`config.mk`:
```
export PLATFORM = sky130hd
export DESIGN_NAME = alu_op_sequencer
export DESIGN_NICKNAME = d
export VERILOG_FILES = /design/src/rtl/alu_seq_pkg.sv /design/src/rtl/alu_seq_flag_reg.sv /design/src/rtl/alu_op_sequencer.sv
export SDC_FILE = /design/constraint.sdc
export NUM_CORES = 1
export LEC_CHECK = 0
export CORE_MARGIN = 4
export CORE_UTILIZATION = 35
export DETAILED_ROUTE_END_ITERATION = 6
export PLACE_DENSITY = 0.73
export SYNTH_ARGS = -nofsm -noshare
export SYNTH_HDL_FRONTEND = slang
export SYNTH_SLANG_ARGS = --single-unit
```
`constraint.sdc`:
```
create_clock -name clk -period 2.85 [get_ports clk]
set_input_delay 0.285 -clock clk [delete_from_list [all_inputs] [get_ports clk]]
set_output_delay 0.285 -clock clk [all_outputs]
set_load 0.03 [all_outputs]
```
`src/rtl/alu_seq_pkg.sv`:
```
// Shared types for the 6502 ALU operation sequencer: op codes, FSM states,
// NVZC flag bit positions and the registered ALU control bundle.
package alu_seq_pkg;

   typedef enum logic [3:0] {
      ADC = 4'd0,
      SBC = 4'd1,
      AND = 4'd2,
      ORA = 4'd3,
      EOR = 4'd4,
      LSR = 4'd5,
      ROR = 4'd6,
      ASL = 4'd7,
      ROL = 4'd8
   } op_e;

   typedef enum logic [1:0] {
      IDLE = 2'd0,
      EXEC = 2'd1,
      ADJ  = 2'd2,
      RESP = 2'd3
   } state_e;

   localparam int FLAG_N = 3;
   localparam int FLAG_V = 2;
   localparam int FLAG_Z = 1;
   localparam int FLAG_C = 0;

   typedef struct packed {
      logic [7:0] a;
      logic [7:0] b;
      logic       i_addc;
      logic       daa;
      logic       sums;
      logic       ands;
      logic       ors;
      logic       eors;
      logic       srs;
   } alu_ctrl_t;

   function automatic logic op_legal(input logic [3:0] op);
      return op <= 4'd8;
   endfunction

   function automatic logic op_is_logic(input logic [3:0] op);
      return (op == AND) || (op == ORA) || (op == EOR);
   endfunction

endpackage

```
`src/rtl/alu_seq_flag_reg.sv`:
```
// NVZC flag register: op result updates take priority, direct loads are
// only honoured while the sequencer is idle. N and Z derive from the result.
module alu_seq_flag_reg
   import alu_seq_pkg::*;
#(
   parameter logic [3:0] FLAGS_RESET = 4'b0000
) (
   input  logic       clk,
   input  logic       rst_n,
   input  logic       wr_allow,
   input  logic       flag_wr,
   input  logic [3:0] flag_wr_data,
   input  logic       upd_en,
   input  logic [7:0] upd_res,
   input  logic       upd_c_en,
   input  logic       upd_c,
   input  logic       upd_v_en,
   input  logic       upd_v,
   output logic [3:0] flags
);

   always_ff @(posedge clk or negedge rst_n) begin
      if (!rst_n) begin
         flags <= FLAGS_RESET;
      end else if (upd_en) begin
         flags[FLAG_N] <= upd_res[7];
         flags[FLAG_Z] <= (upd_res == 8'h00);
         if (upd_c_en) flags[FLAG_C] <= upd_c;
         if (upd_v_en) flags[FLAG_V] <= upd_v;
      end else if (flag_wr && wr_allow) begin
         flags <= flag_wr_data;
      end
   end

endmodule

```
`src/rtl/alu_op_sequencer.sv`:
```
// Initiator for the 6502 ALU: accepts one op, drives the ALU, optionally runs
// the decimal adjuster, returns result and NVZC. Option: ALU_SEQ_PIPELINE_EN.
//
// state | meaning
// IDLE  | waiting for a request, direct flag loads allowed
// EXEC  | ALU controls driven, ALU result captured at the end
// ADJ   | decimal ADC/SBC: captured sum routed through the adjuster
// RESP  | result beat valid until res_ready
module alu_op_sequencer
   import alu_seq_pkg::*;
#(
   parameter logic [3:0] FLAGS_RESET     = 4'b0000,
   parameter bit         DECIMAL_SUPPORT = 1'b1
) (
   input  logic       clk,
   input  logic       rst_n,
   input  logic       op_valid,
   output logic       op_ready,
   input  logic [3:0] op_code,
   input  logic [7:0] op_a,
   input  logic [7:0] op_b,
   input  logic       decimal_mode,
   input  logic       flag_wr,
   input  logic [3:0] flag_wr_data,
   output logic       res_valid,
   input  logic       res_ready,
   output logic [7:0] res_data,
   output logic [3:0] res_flags,
   output logic [7:0] alu_a,
   output logic [7:0] alu_b,
   output logic       alu_i_addc,
   output logic       alu_daa,
   output logic       alu_sums,
   output logic       alu_ands,
   output logic       alu_ors,
   output logic       alu_eors,
   output logic       alu_srs,
   input  logic [7:0] alu_out,
   input  logic       alu_acr,
   input  logic       alu_hc,
   input  logic       alu_avr,
   output logic       dadj_daa,
   output logic       dadj_dsa,
   output logic       dadj_hc,
   output logic       dadj_acr,
   output logic [7:0] dadj_sb,
   input  logic [7:0] dadj_sb_ac
);

   state_e     state;
   alu_ctrl_t  ctrl_q, ctrl_nx;
   logic [3:0] op_q;
   logic [7:0] a_q;
   logic       dec_q, avr_q;
   logic [3:0] flags;
   logic       accept, cin, dec_en, needs_adj;
   logic       upd_en, upd_c, upd_v;
   logic [7:0] upd_res;

`ifdef ALU_SEQ_PIPELINE_EN
   assign op_ready = (state == IDLE) || ((state == RESP) && res_ready);
`else
   assign op_ready = (state == IDLE);
`endif

   assign accept    = op_valid && op_ready;
   assign dec_en    = DECIMAL_SUPPORT && decimal_mode;
   assign needs_adj = dec_q && ((op_q == ADC) || (op_q == SBC));
   // A load coinciding with accept supplies the carry-in for that op.
   assign cin       = (flag_wr && (state == IDLE)) ? flag_wr_data[FLAG_C] : flags[FLAG_C];

   always_comb begin
      ctrl_nx   = '0;
      ctrl_nx.a = op_a;
      case (op_code)
         ADC: begin ctrl_nx.b = op_b;  ctrl_nx.sums = 1'b1; ctrl_nx.i_addc = cin; ctrl_nx.daa = dec_en; end
         SBC: begin ctrl_nx.b = ~op_b; ctrl_nx.sums = 1'b1; ctrl_nx.i_addc = cin; end
         AND: begin ctrl_nx.b = op_b;  ctrl_nx.ands = 1'b1; end
         ORA: begin ctrl_nx.b = op_b;  ctrl_nx.ors  = 1'b1; end
         EOR: begin ctrl_nx.b = op_b;  ctrl_nx.eors = 1'b1; end
         LSR: ctrl_nx.srs = 1'b1;
         ROR: begin ctrl_nx.srs = 1'b1; ctrl_nx.i_addc = cin; end
         ASL: begin ctrl_nx.b = op_a;  ctrl_nx.sums = 1'b1; end
         ROL: begin ctrl_nx.b = op_a;  ctrl_nx.sums = 1'b1; ctrl_nx.i_addc = cin; end
         default: ctrl_nx.a = 8'h00;
      endcase
   end

   assign alu_a      = ctrl_q.a;
   assign alu_b      = ctrl_q.b;
   assign alu_i_addc = ctrl_q.i_addc;
   assign alu_daa    = ctrl_q.daa;
   assign alu_sums   = ctrl_q.sums;
   assign alu_ands   = ctrl_q.ands;
   assign alu_ors    = ctrl_q.ors;
   assign alu_eors   = ctrl_q.eors;
   assign alu_srs    = ctrl_q.srs;

   always_ff @(posedge clk or negedge rst_n) begin
      if (!rst_n) begin
         state     <= IDLE;
         ctrl_q    <= '0;
         op_q      <= '0;
         a_q       <= '0;
         dec_q     <= 1'b0;
         avr_q     <= 1'b0;
         res_valid <= 1'b0;
         res_data  <= '0;
         dadj_daa  <= 1'b0;
         dadj_dsa  <= 1'b0;
         dadj_hc   <= 1'b0;
         dadj_acr  <= 1'b0;
         dadj_sb   <= '0;
      end else begin
         case (state)
            IDLE: if (accept) state <= EXEC;
            EXEC: begin
               ctrl_q <= '0;
               if (needs_adj) begin
                  state    <= ADJ;
                  dadj_sb  <= alu_out;
                  dadj_hc  <= alu_hc;
                  dadj_acr <= alu_acr;
                  dadj_daa <= (op_q == ADC);
                  dadj_dsa <= (op_q == SBC);
                  avr_q    <= alu_avr;
               end else begin
                  state     <= RESP;
                  res_valid <= 1'b1;
                  res_data  <= op_legal(op_q) ? alu_out : a_q;
               end
            end
            ADJ: begin
               state     <= RESP;
               res_valid <= 1'b1;
               res_data  <= dadj_sb_ac;
               dadj_daa  <= 1'b0;
               dadj_dsa  <= 1'b0;
               dadj_hc   <= 1'b0;
               dadj_acr  <= 1'b0;
               dadj_sb   <= '0;
            end
            RESP: if (res_ready) begin
               res_valid <= 1'b0;
               state     <= accept ? EXEC : IDLE;
            end
            default: state <= IDLE;
         endcase
         if (accept) begin
            ctrl_q <= ctrl_nx;
            op_q   <= op_code;
            a_q    <= op_a;
            dec_q  <= dec_en;
         end
      end
   end

   // Flags commit on the same edge the result is registered.
   assign upd_en  = ((state == EXEC) && !needs_adj && op_legal(op_q)) || (state == ADJ);
   assign upd_res = (state == ADJ) ? dadj_sb_ac : alu_out;
   assign upd_c   = (state == ADJ) ? dadj_acr : alu_acr;
   assign upd_v   = (state == ADJ) ? avr_q : alu_avr;

   alu_seq_flag_reg #(.FLAGS_RESET(FLAGS_RESET)) u_flag_reg (
      .clk          (clk),
      .rst_n        (rst_n),
      .wr_allow     (state == IDLE),
      .flag_wr      (flag_wr),
      .flag_wr_data (flag_wr_data),
      .upd_en       (upd_en),
      .upd_res      (upd_res),
      .upd_c_en     (!op_is_logic(op_q)),
      .upd_c        (upd_c),
      .upd_v_en     ((op_q == ADC) || (op_q == SBC)),
      .upd_v        (upd_v),
      .flags        (flags)
   );

   assign res_flags = flags;

endmodule

```
Yosys cells after proc, flatten, opt, wreduce, memory -nomap -nowiden
Index checks and enable logic that the tools add are counted.
{ "op_classes": {"n_bitwise": 1, "n_eq_ne": 21, "n_mux": 40, "n_reduce_logical": 31, "order_cmp": 1} }
{ "ops": {"columns": ["op", "n"], "rows": [
  ["$mux 23", 2],
  ["$mux 8", 5],
  ["$pmux 8 s2", 2],
  ["$pmux 8 s3", 1],
  ["$eq 4x3->1 const B", 5],
  ["$mux 1", 20],
  ["$eq 4x2->1 const B", 4],
  ["$reduce_and 2->1", 6],
  ["$reduce_or 4->1", 3],
  ["$ne 2x2->1 const B", 5],
  ["$reduce_or 9->1", 1],
  ["$eq 4x1->1 const B", 2],
  ["$logic_not 4->1", 2],
  ["$logic_not 8->1", 1],
  ["$mux 4", 2],
  ["$not 8->8", 1],
  ["$pmux 1 s2", 4],
  ["$pmux 2 s4", 1],
  ["$reduce_bool 2->1", 3],
  ["$logic_and 1x1->1", 5],
  ["$eq 2x2->1 const B", 2],
  ["$eq 4x4->1 const B", 1],
  ["$le 4x4->1 const B", 1],
  ["$logic_or 1x1->1", 4],
  ["9 further kinds", 11]
]} }
{ "totals": {"output_inout_bits": 49, "input_bits": 49, "regBits": 64} }

Logic depth before layout (Yosys ltp)
{ "depth": {"ltp_word": 9, "mapped_depth": 8, "ltp_nobuf": 6} }

Hierarchy
A second synthesis with hierarchy kept.
{ "unflattened": {"hier_cells": 307, "area_unflattened_um2": 3348.2} }
{ "modules_own_cells": {"columns": ["mod", "cells_per_inst", "seq_area_each_um2", "n_inst", "area_each_um2"], "rows": [
  ["alu_op_sequencer", 282, 1501.4, 1, 3106.7],
  ["alu_seq_flag_reg", 25, 100.1, 1, 241.5]
]} }

Worst setup path after synthesis
Ideal clock, no wire load.
{ "synth_path": {"path_kind": "register -> register", "start": "register op_q[3]", "end": "register u_flag_reg.flags[0]", "stages_incl_launch_ff": 6, "required_ns": 2.725, "setup_time_ns": 0.125, "arrival_ns": 1.869, "n_path_buf": 0, "slack_ns": 0.855, "cell_sequence": "dfrtp_1 > or4b_4 > nand3_2 > mux2_4 > mux2_2 > mux2_4"} }
{ "synth_via": {"elab_chain_cells": 9} }
{ "synth_lines": {"columns": ["item", "line", "text"], "rows": [
  ["start, declared", "alu_op_sequencer.sv:52", "logic [3:0] op_q;"],
  ["start signal, assigned", "alu_op_sequencer.sv:151", "op_q <= op_code;"],
  ["$eq 4x1->1 or $logic_not 4->1 (tied branches)", "alu_op_sequencer.sv:68", "assign needs_adj = dec_q && ((op_q == ADC) || (op_q == SBC));"],
  ["$logic_or 1x1->1", "alu_op_sequencer.sv:68", null],
  ["$logic_and 1x1->1", "alu_op_sequencer.sv:68", null],
  ["$logic_not 1->1", "alu_op_sequencer.sv:159", "assign upd_en = ((state == EXEC) && !needs_adj && op_legal(op_q)) || (state == ADJ);"],
  ["$logic_and 1x1->1 (2 in a row)", "alu_op_sequencer.sv:159", null],
  ["$logic_or 1x1->1", "alu_op_sequencer.sv:159", null],
  ["$ne 2x2->1 (no source line) or $reduce_bool 2->1 (tied branches)", null, null],
  ["$reduce_and 2->1 (no source line)", null, null],
  ["end signal, assigned by index", "alu_seq_flag_reg.sv:28", "if (upd_c_en) flags[FLAG_C] <= upd_c;"],
  ["end signal, assigned by index", "alu_seq_flag_reg.sv:29", "if (upd_v_en) flags[FLAG_V] <= upd_v;"],
  ["end signal, assigned", "alu_seq_flag_reg.sv:31", "flags <= flag_wr_data;"],
  ["end, declared", "alu_seq_flag_reg.sv:19", "output logic [3:0] flags"]
]} }
Parallel ways exist; a longest one is shown, timed or not.
A chain may end at the register's enable or synchronous reset.

Final worst setup path
{ "layout_path": {"start": "register state[0]", "end": "output port op_ready"} }
{ "layout_via": {"elab_chain_cells": 1} }
{ "layout_lines": {"columns": ["item", "line", "text"], "rows": [
  ["start, declared", "alu_op_sequencer.sv:50", "state_e state;"],
  ["start signal, assigned", "alu_op_sequencer.sv:145", "state <= accept ? EXEC : IDLE;"],
  ["$logic_not 2->1", "alu_op_sequencer.sv:63", "assign op_ready = (state == IDLE);"],
  ["end, declared", "alu_op_sequencer.sv:18", "output logic op_ready,"]
]} }
Every way passes these cells.

==> flow_summary_export.csv <==
group,metric,value,unit
status,status,"complete, no violations",
setup_path,cp_cell_sequence,"inv_1 -> ha_1 -> clkdlybuf4s50_1",
timing,tns,0,ns
clock_tree,htree_levels,3,
synth,synth_most_common_cell,"dfrtp_1",
setup_path,worst_path_largest_cell_delay,0.72,ns
detailed_routing,drt_iter0_drc,90,
placed_design,post-dp-hpwl,6786,um
placed_design,routabilityCongestion,0.8673,
synth,synth_top_flop_cell,"dfrtp_1",
timing,fin_crit,2.183,ns
timing,slew-limit-headroom,0.5724,
placed_design,dpl.cell_count,500,
global_route,grt.total_usage,0.1632,
synth,yosysSeqAreaShare,0.4902,
setup_path,critPathKind,"flip-flop to output pin",
synth,syn-cell-area,0.003267,sq mm
clock_tree,clkTransAtPathRegs,0.08,ns
finish,final_cells,517,
setup_path,reg2reg_from,"op_q[3]$_DFFE_PN0P_",
synth,synth_edf_count,0,
detailed_routing,wl,8905,um
synth,synthCells,303,
placed_design,port_buffers,97,
timing,worst_pin_slew,0.6414,ns
timing,fin_crit_sh,0.7660,
clock_tree,cts_sinks,64,
timing,setup_viol,0,
synth,syn_nets,357,
global_route,grt_util_met3,0.03329,
detailed_routing,wire_per_inst,17.22,um
timing,report.final.slew_viol_count,0,
global_route,grtUsageMet2,0.2551,
setup_path,cp-start-kind,"flip-flop",
synth,yosys_warnings,0,
floorplanning,die_area,0.01094,sq mm
setup_path,critPathSlowestCell,"clkdlybuf4s50_1",
clock_tree,root_buffer,"clkbuf_8",
timing,hold_viol,0,
flow_run,cap_violations,0,
finish,final_util,0.5129,
detailed_routing,via_per_inst,5.346,
clock_tree,clkLatencyLatePin,0.34,ns
detailed_routing,antenna_left,0,
synth,synth_top_area_cell,"dfrtp_1",
timing,final.setup_skew,0.01237,ns
floorplanning,die_y,104.6,um
floorplanning,coreArea,0.008891,sq mm
floorplanning,start_util,0.3674,
placed_design,place_ws,0.7529,ns
setup_path,cp_max_fo,7,
global_route,overflow,0,
floorplanning,rows,34,
hold_path,hp-class,"input pin to asynchronous set/reset pin",
setup_path,crit_arrival,1.90,ns
detailed_routing,vias,2764,
synth,synthDominantCellAreaShare,0.4902,
setup_path,critPathTopFamily,"buffers and inverters",
floorplanning,ios,98,
synth,synth_commonest_cells,"64 x dfrtp_1, 34 x a22o_1, 28 x mux2i_1, 26 x nand2_1",
setup_path,r2r_end,"u_flag_reg.flags[0]$_DFFE_PN0P_",
finish,antenna-diode-count,0,
global_route,grt_pass1_vias,2793,
timing,worst_slack,0.6670,ns
pwr,irDropWorstVdd,361.3,uV
global_route,met1_usage,0.2300,
pwr,power_density,995.8,mW/mm^2
setup_path,crit_required,2.57,ns
pwr,p_leak,2.016,nW
floorplanning,die_w,104.6,um
global_route,grt_max_degree,29,
synth,syn_avg_cell_area,10.78,sq um
timing,rsz0062_at_grt,"no",
setup_path,rr_worst_depth,5,
setup_path,cp-end-kind,"output pin",
finish,syn2layout_area_growth,39.60,%
global_route,antenna_found_initial,0,
finish,layout.nets,458,
clock_tree,cts_buffer_depth,2,
finish,drive_gt1_frac,0.1222,
clock_tree,cts_buffers,9,
synth,synthDistinctLibCells,38,
setup_path,path_buf_inv,2,
global_route,grt_pass1_wl,14520,um
global_route,grt_busiest_layer,"met2",
detailed_routing,first_pass_iters,4,
setup_path,rrSetupSlack,0.76,ns
clock_tree,cts_tree,"done",
synth,async_flop_share,1.000,
detailed_routing,drc,0,
clock_tree,post-cts-setup-buffers,0,
timing,max_freq,458.1,MHz
synth,synth_seq_cells,64,
clock_tree,cts-resized-gates,0,
synth,synth_area_leaders,"dfrtp_1 49%, a22o_1 9.1%, mux2i_1 8.6%",
[final cells by class]
type	instances	area [sq um]
Clock inverter	6	42.54
Clock buffer	10	137.6
Sequential cell	64	1602
Tap cell	108	135.1
Timing Repair Buffer	109	1059
Inverter	7	26.28
Multi-Input combinational cell	213	1559
Fill cell	803	4330
[metal layers]
metal,up-vias,share of wire
met1,1337,0.46
met4,0,0.0079
li1,1318,-
met2,102,0.47
met5,-,0
met3,7,0.063
[metrics by stage]
stage	hold slack, ns	area [sq um]	power (mW)
after floorplan	-0.01059	3267	2.983
after global placement	0.2271	4370	3.810
after detailed placement	0.2359	4370	3.865
after CTS	0.4025	4561	4.578
after global routing	0.4563	4561	4.847
final	0.3996	4561	4.541
[sequential cells by signal, summed over array words and instances (netlist names)]
signal / cells
dec_q: 1
u_flag_reg.flags: 4
alu_i_addc: 1
dadj_dsa: 1
op_q: 4
alu_a: 8
alu_eors: 1
alu_ands: 1
dadj_sb: 8
res_valid: 1
dadj_hc: 1
avr_q: 1
alu_sums: 1
dadj_daa: 1
a_q: 8
dadj_acr: 1
res_data: 8
alu_srs: 1
alu_daa: 1
alu_ors: 1
alu_b: 8
state: 2
[cells in the final DEF (no fill, tap or decap), types with 5 or more instances in the layout]
cell             instances
clkdlybuf4s50_1         96
dfrtp_1                 64
a22o_1                  34
mux2i_1                 28
nand2_1                 26
nor2_1                  19
o21ai_0                 19
a21oi_1                 15
mux2_2                  15
buf_4                   11
clkbuf_8                10
inv_1                    7
nor2b_1                  6
o31ai_1                  6
ha_1                     5
[how the worst max path moves through the flow]
stage	cells after the start	to	from
after floorplan	5	u_flag_reg.flags[0]$_DFFE_PN0P_	op_q[3]$_DFFE_PN0P_
after global placement	7	alu_b[5]$_DFFE_PN0P_	op_code[0]
after detailed placement	6	alu_b[6]$_DFFE_PN0P_	op_code[2]
after CTS	3	op_ready	state[0]$_DFFE_PN0P_
after global routing	3	op_ready	state[0]$_DFFE_PN0P_
final	3	op_ready	state[0]$_DFFE_PN0P_
[what timing repair did]
item | in CTS | in global routing
hold endpoints to repair | 15 | 0
hold buffers | 1 | 0
setup endpoints to repair | 0 | 0
[power breakdown]
| group | leakage (nW) | internal (mW) | switching (mW) |
|---|---|---|---|
| Combinational | 1.10 | 1.04 | 1.31 |
| Clock | 0.0887 | 0.340 | 0.363 |
| Sequential | 0.827 | 1.26 | 0.238 |
| Total | 2.02 | 2.63 | 1.91 |
[cells by family (layout without fill, tap and decap cells)]
kind of cell / after synthesis / after routing / synth area share
buffers and inverters: 26 / 132 / 0.03255
XOR/XNOR: 1 / 1 / 0.002681
flip-flops: 64 / 64 / 0.4902
multiplexers: 45 / 45 / 0.1467
AND/OR/NAND/NOR: 72 / 72 / 0.1061
adder cells (fa/ha/maj): 5 / 5 / 0.01915
AO/OA/AOI/OAI: 90 / 90 / 0.2026
(Power assumes the default switching activity.)
